## src/rtl/yutorina_id_hazard_unit_pkg.sv

```systemverilog
// yutorina_id_hazard_unit_pkg: shared constants for the decode-stage hazard unit
package yutorina_id_hazard_unit_pkg;
  localparam int GPR_ZERO = 0;
  localparam int DEF_ADDR_W = 5;
  localparam int DEF_DATA_W = 32;
  // Loads become forwardable after the memory stage, two non-stalled cycles after issue
  localparam int MEM_LD_LAT = 2;
endpackage

```

## src/rtl/yutorina_fwd_mux.sv

```systemverilog
// yutorina_fwd_mux: per-port priority forward selector, lowest tap index wins
module yutorina_fwd_mux
  import yutorina_id_hazard_unit_pkg::*;
#(
  parameter int NUM_FWD = 2,
  parameter int ADDR_W = DEF_ADDR_W,
  parameter int DATA_W = DEF_DATA_W
) (
  input  logic [ADDR_W-1:0]         rd_addr,
  input  logic [DATA_W-1:0]         gpr_data,
  input  logic [NUM_FWD*ADDR_W-1:0] fwd_addr,
  input  logic [NUM_FWD-1:0]        fwd_we_,
  input  logic [NUM_FWD*DATA_W-1:0] fwd_data,
  output logic [DATA_W-1:0]         rd_data
);
  always_comb begin
    rd_data = gpr_data;
    for (int j = NUM_FWD - 1; j >= 0; j--)
      if (!fwd_we_[j] && fwd_addr[j*ADDR_W +: ADDR_W] == rd_addr && rd_addr != ADDR_W'(GPR_ZERO))
        rd_data = fwd_data[j*DATA_W +: DATA_W];
  end
endmodule

```

## src/rtl/yutorina_id_hazard_unit.sv

```systemverilog
// yutorina_id_hazard_unit: operand forwarding and load-latency scoreboard for decode
module yutorina_id_hazard_unit
  import yutorina_id_hazard_unit_pkg::*;
#(
  parameter int ADDR_W = DEF_ADDR_W,
  parameter int DATA_W = DEF_DATA_W,
  parameter int NUM_RD = 2,
  parameter int NUM_FWD = 2,
  parameter int LD_LAT = MEM_LD_LAT,
  parameter int CNT_W = 16
) (
  input  logic                      clk,
  input  logic                      rst,
  input  logic                      stall,
  input  logic                      flush,
  input  logic                      issue_en_,
  input  logic                      issue_gpr_we_,
  input  logic                      issue_is_ld,
  input  logic [ADDR_W-1:0]         issue_w_addr,
  input  logic [NUM_RD*ADDR_W-1:0]  rd_addr,
  input  logic [NUM_RD-1:0]         rd_used,
  input  logic [NUM_RD*DATA_W-1:0]  rd_gpr_data,
  input  logic [NUM_FWD*ADDR_W-1:0] fwd_addr,
  input  logic [NUM_FWD-1:0]        fwd_we_,
  input  logic [NUM_FWD*DATA_W-1:0] fwd_data,
  output logic [NUM_RD*DATA_W-1:0]  rd_data,
  output logic                      ld_haz,
  output logic [(1<<ADDR_W)-1:0]    busy_vec,
  output logic [CNT_W-1:0]          haz_cycles
);
  localparam int NREG = 1 << ADDR_W;
  localparam int CW = $clog2(LD_LAT + 1);
  logic [CW-1:0] cnt [NREG];
  logic [CW-1:0] cnt_nxt [NREG];
  logic [NUM_RD-1:0] haz;
  logic issue_ok, wr_hit;
  for (genvar r = 0; r < NREG; r++) begin : g_busy
    assign busy_vec[r] = cnt[r] != '0;
  end
  for (genvar i = 0; i < NUM_RD; i++) begin : g_rd
    logic [ADDR_W-1:0] a;
    assign a = rd_addr[i*ADDR_W +: ADDR_W];
    assign haz[i] = rd_used[i] && a != ADDR_W'(GPR_ZERO) && busy_vec[a];
    yutorina_fwd_mux #(.NUM_FWD(NUM_FWD), .ADDR_W(ADDR_W), .DATA_W(DATA_W)) u_fwd_mux (
      .rd_addr  (a),
      .gpr_data (rd_gpr_data[i*DATA_W +: DATA_W]),
      .fwd_addr (fwd_addr),
      .fwd_we_  (fwd_we_),
      .fwd_data (fwd_data),
      .rd_data  (rd_data[i*DATA_W +: DATA_W])
    );
  end
  assign ld_haz = |haz;
  assign issue_ok = !issue_en_ && !stall && !flush && !ld_haz;
  assign wr_hit = issue_ok && !issue_gpr_we_ && issue_w_addr != ADDR_W'(GPR_ZERO);
  // A new writer overrides the decrement: loads rearm the countdown, other writes retire it (WAW)
  always_comb begin
    for (int r = 0; r < NREG; r++)
      cnt_nxt[r] = cnt[r] != '0 ? cnt[r] - CW'(1) : '0;
    if (wr_hit) cnt_nxt[issue_w_addr] = issue_is_ld ? CW'(LD_LAT) : '0;
  end
  always_ff @(posedge clk) begin
    if (rst) begin
      for (int r = 0; r < NREG; r++) cnt[r] <= '0;
      haz_cycles <= '0;
    end else begin
      if (ld_haz && haz_cycles != '1) haz_cycles <= haz_cycles + CNT_W'(1);
      for (int r = 0; r < NREG; r++)
        cnt[r] <= flush ? '0 : stall ? cnt[r] : cnt_nxt[r];
    end
  end
endmodule

```

## config.mk

```make
export PLATFORM = sky130hd
export DESIGN_NAME = yutorina_id_hazard_unit
export DESIGN_NICKNAME = d
export VERILOG_FILES = /design/src/rtl/yutorina_id_hazard_unit_pkg.sv /design/src/rtl/yutorina_fwd_mux.sv /design/src/rtl/yutorina_id_hazard_unit.sv
export SDC_FILE = /design/constraint.sdc
export NUM_CORES = 1
export LEC_CHECK = 0
export CAP_MARGIN = 15
export CORE_MARGIN = 5
export CORE_UTILIZATION = 23
export DETAILED_ROUTE_END_ITERATION = 6
export MAX_ROUTING_LAYER = met4
export PLACE_DENSITY = 0.56
export RECOVER_POWER = 100
export SLEW_MARGIN = 10
export SYNTH_ARGS = -nofsm -noshare
export SYNTH_HDL_FRONTEND = slang
export SYNTH_SLANG_ARGS = --single-unit
```

## constraint.sdc

```tcl
create_clock -name clk -period 10.1 [get_ports clk]
set_input_delay 3.03 -clock clk [delete_from_list [all_inputs] [get_ports clk]]
set_output_delay 3.03 -clock clk [all_outputs]
set_load 0.01 [all_outputs]
```

; After elaboration in Yosys (flattened, before gate mapping)
; Memories as Yosys holds them, arrays and structs flattened.
; Cells that the tools add are included.
[word_totals]
reg_bits = 16
ramBits = 64
in_bits = 164
output_inout_bits = 113
wordCells = 283
memories = 1
[mem_list]
columns = memory, depth, word_bits, rd, rd_clocked_by_memory_dff, write_ports, line_no
row1 = cnt, 32, 2, 32, 0, 32, yutorina_id_hazard_unit.sv:33  ; logic [CW-1:0] cnt [NREG];
[op_classes]
addsub = 33
order_cmp = 4
eq_ne = 5
mux = 144
bitwise = 33
n_reduce_logical = 62
[ops]
columns = operator, n
row1 = $mux W2, 130
row2 = $mux W32, 4
row3 = $bwmux W64, 1
row4 = $mux W64, 1
row5 = $reduce_bool A2 Y1, 32
row6 = $sub A2 B1 Y2 const B, 32
row7 = $or A1 B1 Y1, 32
row8 = $eq A5 B5 Y1, 4
row9 = $logic_and A1 B1 Y1, 19
row10 = $add A16 B1 Y16 const B, 1
row11 = $ne A16 B16 Y1 const B, 1
row12 = $reduce_bool A5 Y1, 3
row13 = $lt A5 B6 Y1 const B, 2
row14 = $bmux W1 S5, 2
row15 = $demux W2 S5, 1
row16 = $logic_not A1 Y1, 7
row17 = $ge A6 B6 Y1 const B, 1
row18 = $lt A6 B1 Y1 const B, 1
row19 = $not A5 Y6, 1
row20 = $mux W1, 5
row21 = $reduce_or A2 Y1, 1

; Depth between registers and ports, before layout
[depth]
ltp_word = 13
ltp_mapped = 14
mapped_depth_nobuf = 10

; Hierarchy
; Synthesis repeated with hierarchy kept, for this count alone.
[unflattened]
cells_unflattened = 953
hier_area_um2 = 7387.1
[by_module_without_submodules]
columns = module, n_inst, cells_each, area_per_inst_um2, seq_area_each_um2
row1 = yutorina_id_hazard_unit, 1, 611, 4709.5, 1601.5
row2 = yutorina_fwd_mux, 2, 171, 1338.8, 0.0

; Least setup slack after synthesis
; No wires, ideal clock.
[synth_timing]
path_kind = input-to-output
from = input rd_addr[1]
to = output rd_data[0]
t_arrival_ps = 5029
t_required_ps = 7070
setup_slack_ps = 2041
path_stages = 9
path_buffers = 4
cell_sequence = buf_4 > clkbuf_1 > xnor2_1 > nand3_1 > or4_1 > clkbuf_1 > buf_1 > mux2i_1 > a21oi_1
[synth_via]
elab_chain_cells = 5
elab_cells_between_ends = 9
cone_classes = eq/ne: 2 / mux: 2 / reduce/logical: 5
[synth_lines]
columns = element, line_no
row1 = start: declaration, yutorina_id_hazard_unit.sv:20  ; input logic [NUM_RD*ADDR_W-1:0] rd_addr,
row2 = $eq A5 B5 Y1, yutorina_fwd_mux.sv:19  ; if (!fwd_we_[j] && fwd_addr[j*ADDR_W +: ADDR_W] == rd_addr && rd_addr != ADDR_W'(GPR_ZERO))
row3 = $logic_and A1 B1 Y1 (2 in series), yutorina_fwd_mux.sv:19
row4 = $mux W32, yutorina_fwd_mux.sv:19
row5 = $mux W32 (*), yutorina_fwd_mux.sv:19
row6 = end: declaration, yutorina_id_hazard_unit.sv:26  ; output logic [NUM_RD*DATA_W-1:0] rd_data,
; Mark *: on every way between the ends. The rest lies on a longest branch, timed or not.

; Worst setup path in the final report
[layout_timing]
from = input rd_addr[3]
to = output rd_data[16]
; Same word-level chain as after synthesis.

==> results by group <==
Outcome
  • Status: finished, violations left
  • Failing checks: max-capacitance violations, max-slew violations

Clock tree
  • Worst skew pair latency: between 300 and 400 ps
  • Clk buf depth: 2
  • Setup repair bufs after CTS: 0
  • TritonCTS clock tree: done
  • H-tree Lvls: 3
  • CTS clk-pin slew, worst paths: 60 ps
  • CTS Buf Count: 9
  • Total clock sinks: 80
  • Hold-fix buffer count after cts: 0
  • Cts repair resizes: 0
  • Root buffer cell: clkbuf_16

Timing
  • Max Clk Rate: around 100 MHz
  • Final Skew: 5.234 ps
  • WHS: between 400 and 500 ps
  • Slew HR: -1.901
  • Slew Limit Fails: about 170
  • Setup TNS: 0 ps
  • Final setup vio count: 0
  • RSZ-0062 raised after global routing: false
  • Final Hold Viols: 0
  • Worst-Margin Slew: between 4000 and 5000 ps
  • Post-route minimum period: between 9000 and 10000 ps
  • Ratio of final minimum period to clock period: 0.9476

Worst setup path
  • CP startpoint kind: input port
  • Critical-path maximum fanout: 33
  • Crit Path Class: in -> out
  • CP arrival: 6540 ps
  • Critical Path RT: ~7100 ps
  • Critical Path Sink Type: primary output

Logic synthesis
  • Synthesized Nets: 1069
  • YS warnings: 0
  • Area share of the largest cell type after synthesis: 0.2500
  • Largest area contributor in the netlist: dfxtp_1
  • Top area cells in the synthesized netlist: dfxtp_1 (25%), mux2i_1 (11%), nor2_1 (7.7%), nand3_1 (7.1%), a21oi_1 (7.0%)
  • Most frequent cell after synthesis: nor2_1
  • Top post-synthesis cells by count: nor2_1 (131), nand3_1 (91), a21oi_1 (90)
  • Post-synth EDFFs: 0
  • Syn Std Cell Area: between 6000 and 7000 µm²
  • Syn Area/Cell: around 7.1 µm²
  • Cell variety after synth: 60
  • Register bit count reported by yosys: 80
  • Seq/Total Area, Yosys: 0.2500
  • Synth Flop Type: dfxtp_1
  • Synth Instances: 904
  • Async SR Flop Fraction: 0

Run
  • Max Cap Viol: 2

Global routing
  • Total gr overflow: 0
  • Initial antenna violation count: 8
  • Largest net degree at the start of global routing: 114
  • Vias in the first global route: about 7.3k
  • Gr usage total: 0.1934
  • First-pass GRT wire length: roughly 45000 µm

Placed design
  • Post-DP HPWL: 25120 µm
  • Placed inst area: between 9000 and 10000 µm²
  • Port Buffers: around 280
  • GPL Wtd Cong: roughly 0.96

Routing
  • Via/cell ratio: just over 5
  • DRT antenna net count: 0
  • Final wirelength: roughly 31000 µm
  • Initial drt markers: ~650
  • 1st-pass router iterations: 4
  • Vias: 7774
  • Per-cell routed wire length: approximately 21 µm
  • Final routed DRC violation total: 0

Power
  • Pwr dens: between 90 and 100 nW/µm²
  • Worst vdd ir: 0.00005779 V
  • Leak: about 0.0041 µW
  • Pwr Total: roughly 900 µW

Final layout
  • Share of layout cells above drive strength 1: 0.06267
  • Nets: about 1.3k
  • Finished layout cell area: 9752 µm²
  • Utilization after layout: 0.3530
  • Area Growth Syn to Fin: 52.20%

Floorplanning
  • Die Ht: about 180 µm
  • Initial Utilization: 0.2319
  • Number of placed I/O pins: between 200 and 300
  • Die Wd: between 150 and 200 µm
  • Core ar.: about 28000 µm²
  • Num rows: around 60
  • Die footprint: 31300 µm²

Worst hold path
  • Worst hold path type: reg -> reg
==> path summary, 6_finish.rpt <==
check        cells past startpoint     endpoint  slack (ps)  startpoint
min reg2reg                      2    cnt[0][1]         470   cnt[0][1]
min                              2    cnt[0][1]         470   cnt[0][1]
max reg2reg                      9    cnt[8][0]        5390  cnt[11][0]
max                              9  rd_data[16]         530  rd_addr[3]
==> power breakdown <==
| part | switching (µW) | internal [µW] |
|---|---|---|
| Clock | 133 | 222 |
| Sequential | 1.14 | 316 |
| Combinational | 112 | 114 |
==> worst max-delay path, cell delays in order <==
cell and delay, ps:
dlygate4sd3_1 690, nor4_1 320, nor3_1 70, a21oi_1 110, or4_1 920, buf_4 490
nor2_1 70, a21oi_1 170, dlygate4sd3_1 650
==> per-layer routing <==
layer  routed length [µm]  part of all wire  GRT usage
met2                15840              0.50     0.3327
met3                 2188             0.069    0.03674
met4                  941             0.030    0.07511
met1                12510              0.40     0.2233
met5                    0                 0          -
==> layout by cell type (no fill, tap or decap), types with 7 or more instances in the layout <==
| master | Yosys | routed |
|---|---|---|
| and3_1 | 31 | 31 |
| a21oi_1 | 90 | 90 |
| nor2b_1 | 7 | 7 |
| mux2i_1 | 71 | 71 |
| inv_1 | 19 | 19 |
| nand2b_1 | 11 | 11 |
| or4_1 | 10 | 9 |
| clkbuf_16 | 0 | 9 |
| nor2_1 | 131 | 130 |
| diode_2 | 0 | 9 |
| nand3_1 | 91 | 91 |
| xor2_1 | 8 | 8 |
| a31oi_1 | 26 | 26 |
| nor3_1 | 45 | 45 |
| o211ai_1 | 10 | 11 |
| nand2_1 | 25 | 25 |
| o31ai_1 | 8 | 8 |
| dlygate4sd3_1 | 0 | 106 |
| clkdlybuf4s50_1 | 0 | 169 |
| or2_2 | 19 | 19 |
| xnor2_1 | 11 | 11 |
| o21ai_0 | 61 | 62 |
| dfxtp_1 | 80 | 80 |
| buf_4 | 1 | 8 |
| nor4_1 | 15 | 14 |
==> final cells by class <==
type	instances	area, µm²
clock inverter	6	82.58
clock buffer	10	239.0
sequential	80	1602
fill	2951	17880
timing repair buffer	289	2854
antenna	9	22.52
multi-input combinational	728	4402
inverter	20	77.57
tap	378	473.0
==> flip-flops by register name (all words and copies together), names as in the netlist <==
name	flops
haz_cycles	16
cnt	64
==> cell families (layout without fill, tap and decap cells) <==
family                   after synthesis  count (layout)  share of synthesized area
other                                  0               9                          0
XOR/XNOR                              19              19                    0.02597
flip-flops                            80              80                     0.2500
adder cells (fa/ha/maj)                1               1                   0.001952
buffers and inverters                 96             325                    0.06307
AND/OR/NAND/NOR                      412             412                     0.3263
AO/OA/AOI/OAI                        213             213                     0.1902
multiplexers                          83              83                     0.1425
==> metrics by stage <==
step / instances / worst slack (ps)
2_1_floorplan: 904 / 2041
3_3_place_gp: 1495 / 879.0
3_5_place_dp: 1495 / 876.9
4_1_cts: 1511 / 872.8
5_1_grt: 1519 / 366.0
6_report: 1520 / 529.0
No activity file was read; power rests on OpenSTA's default activity.
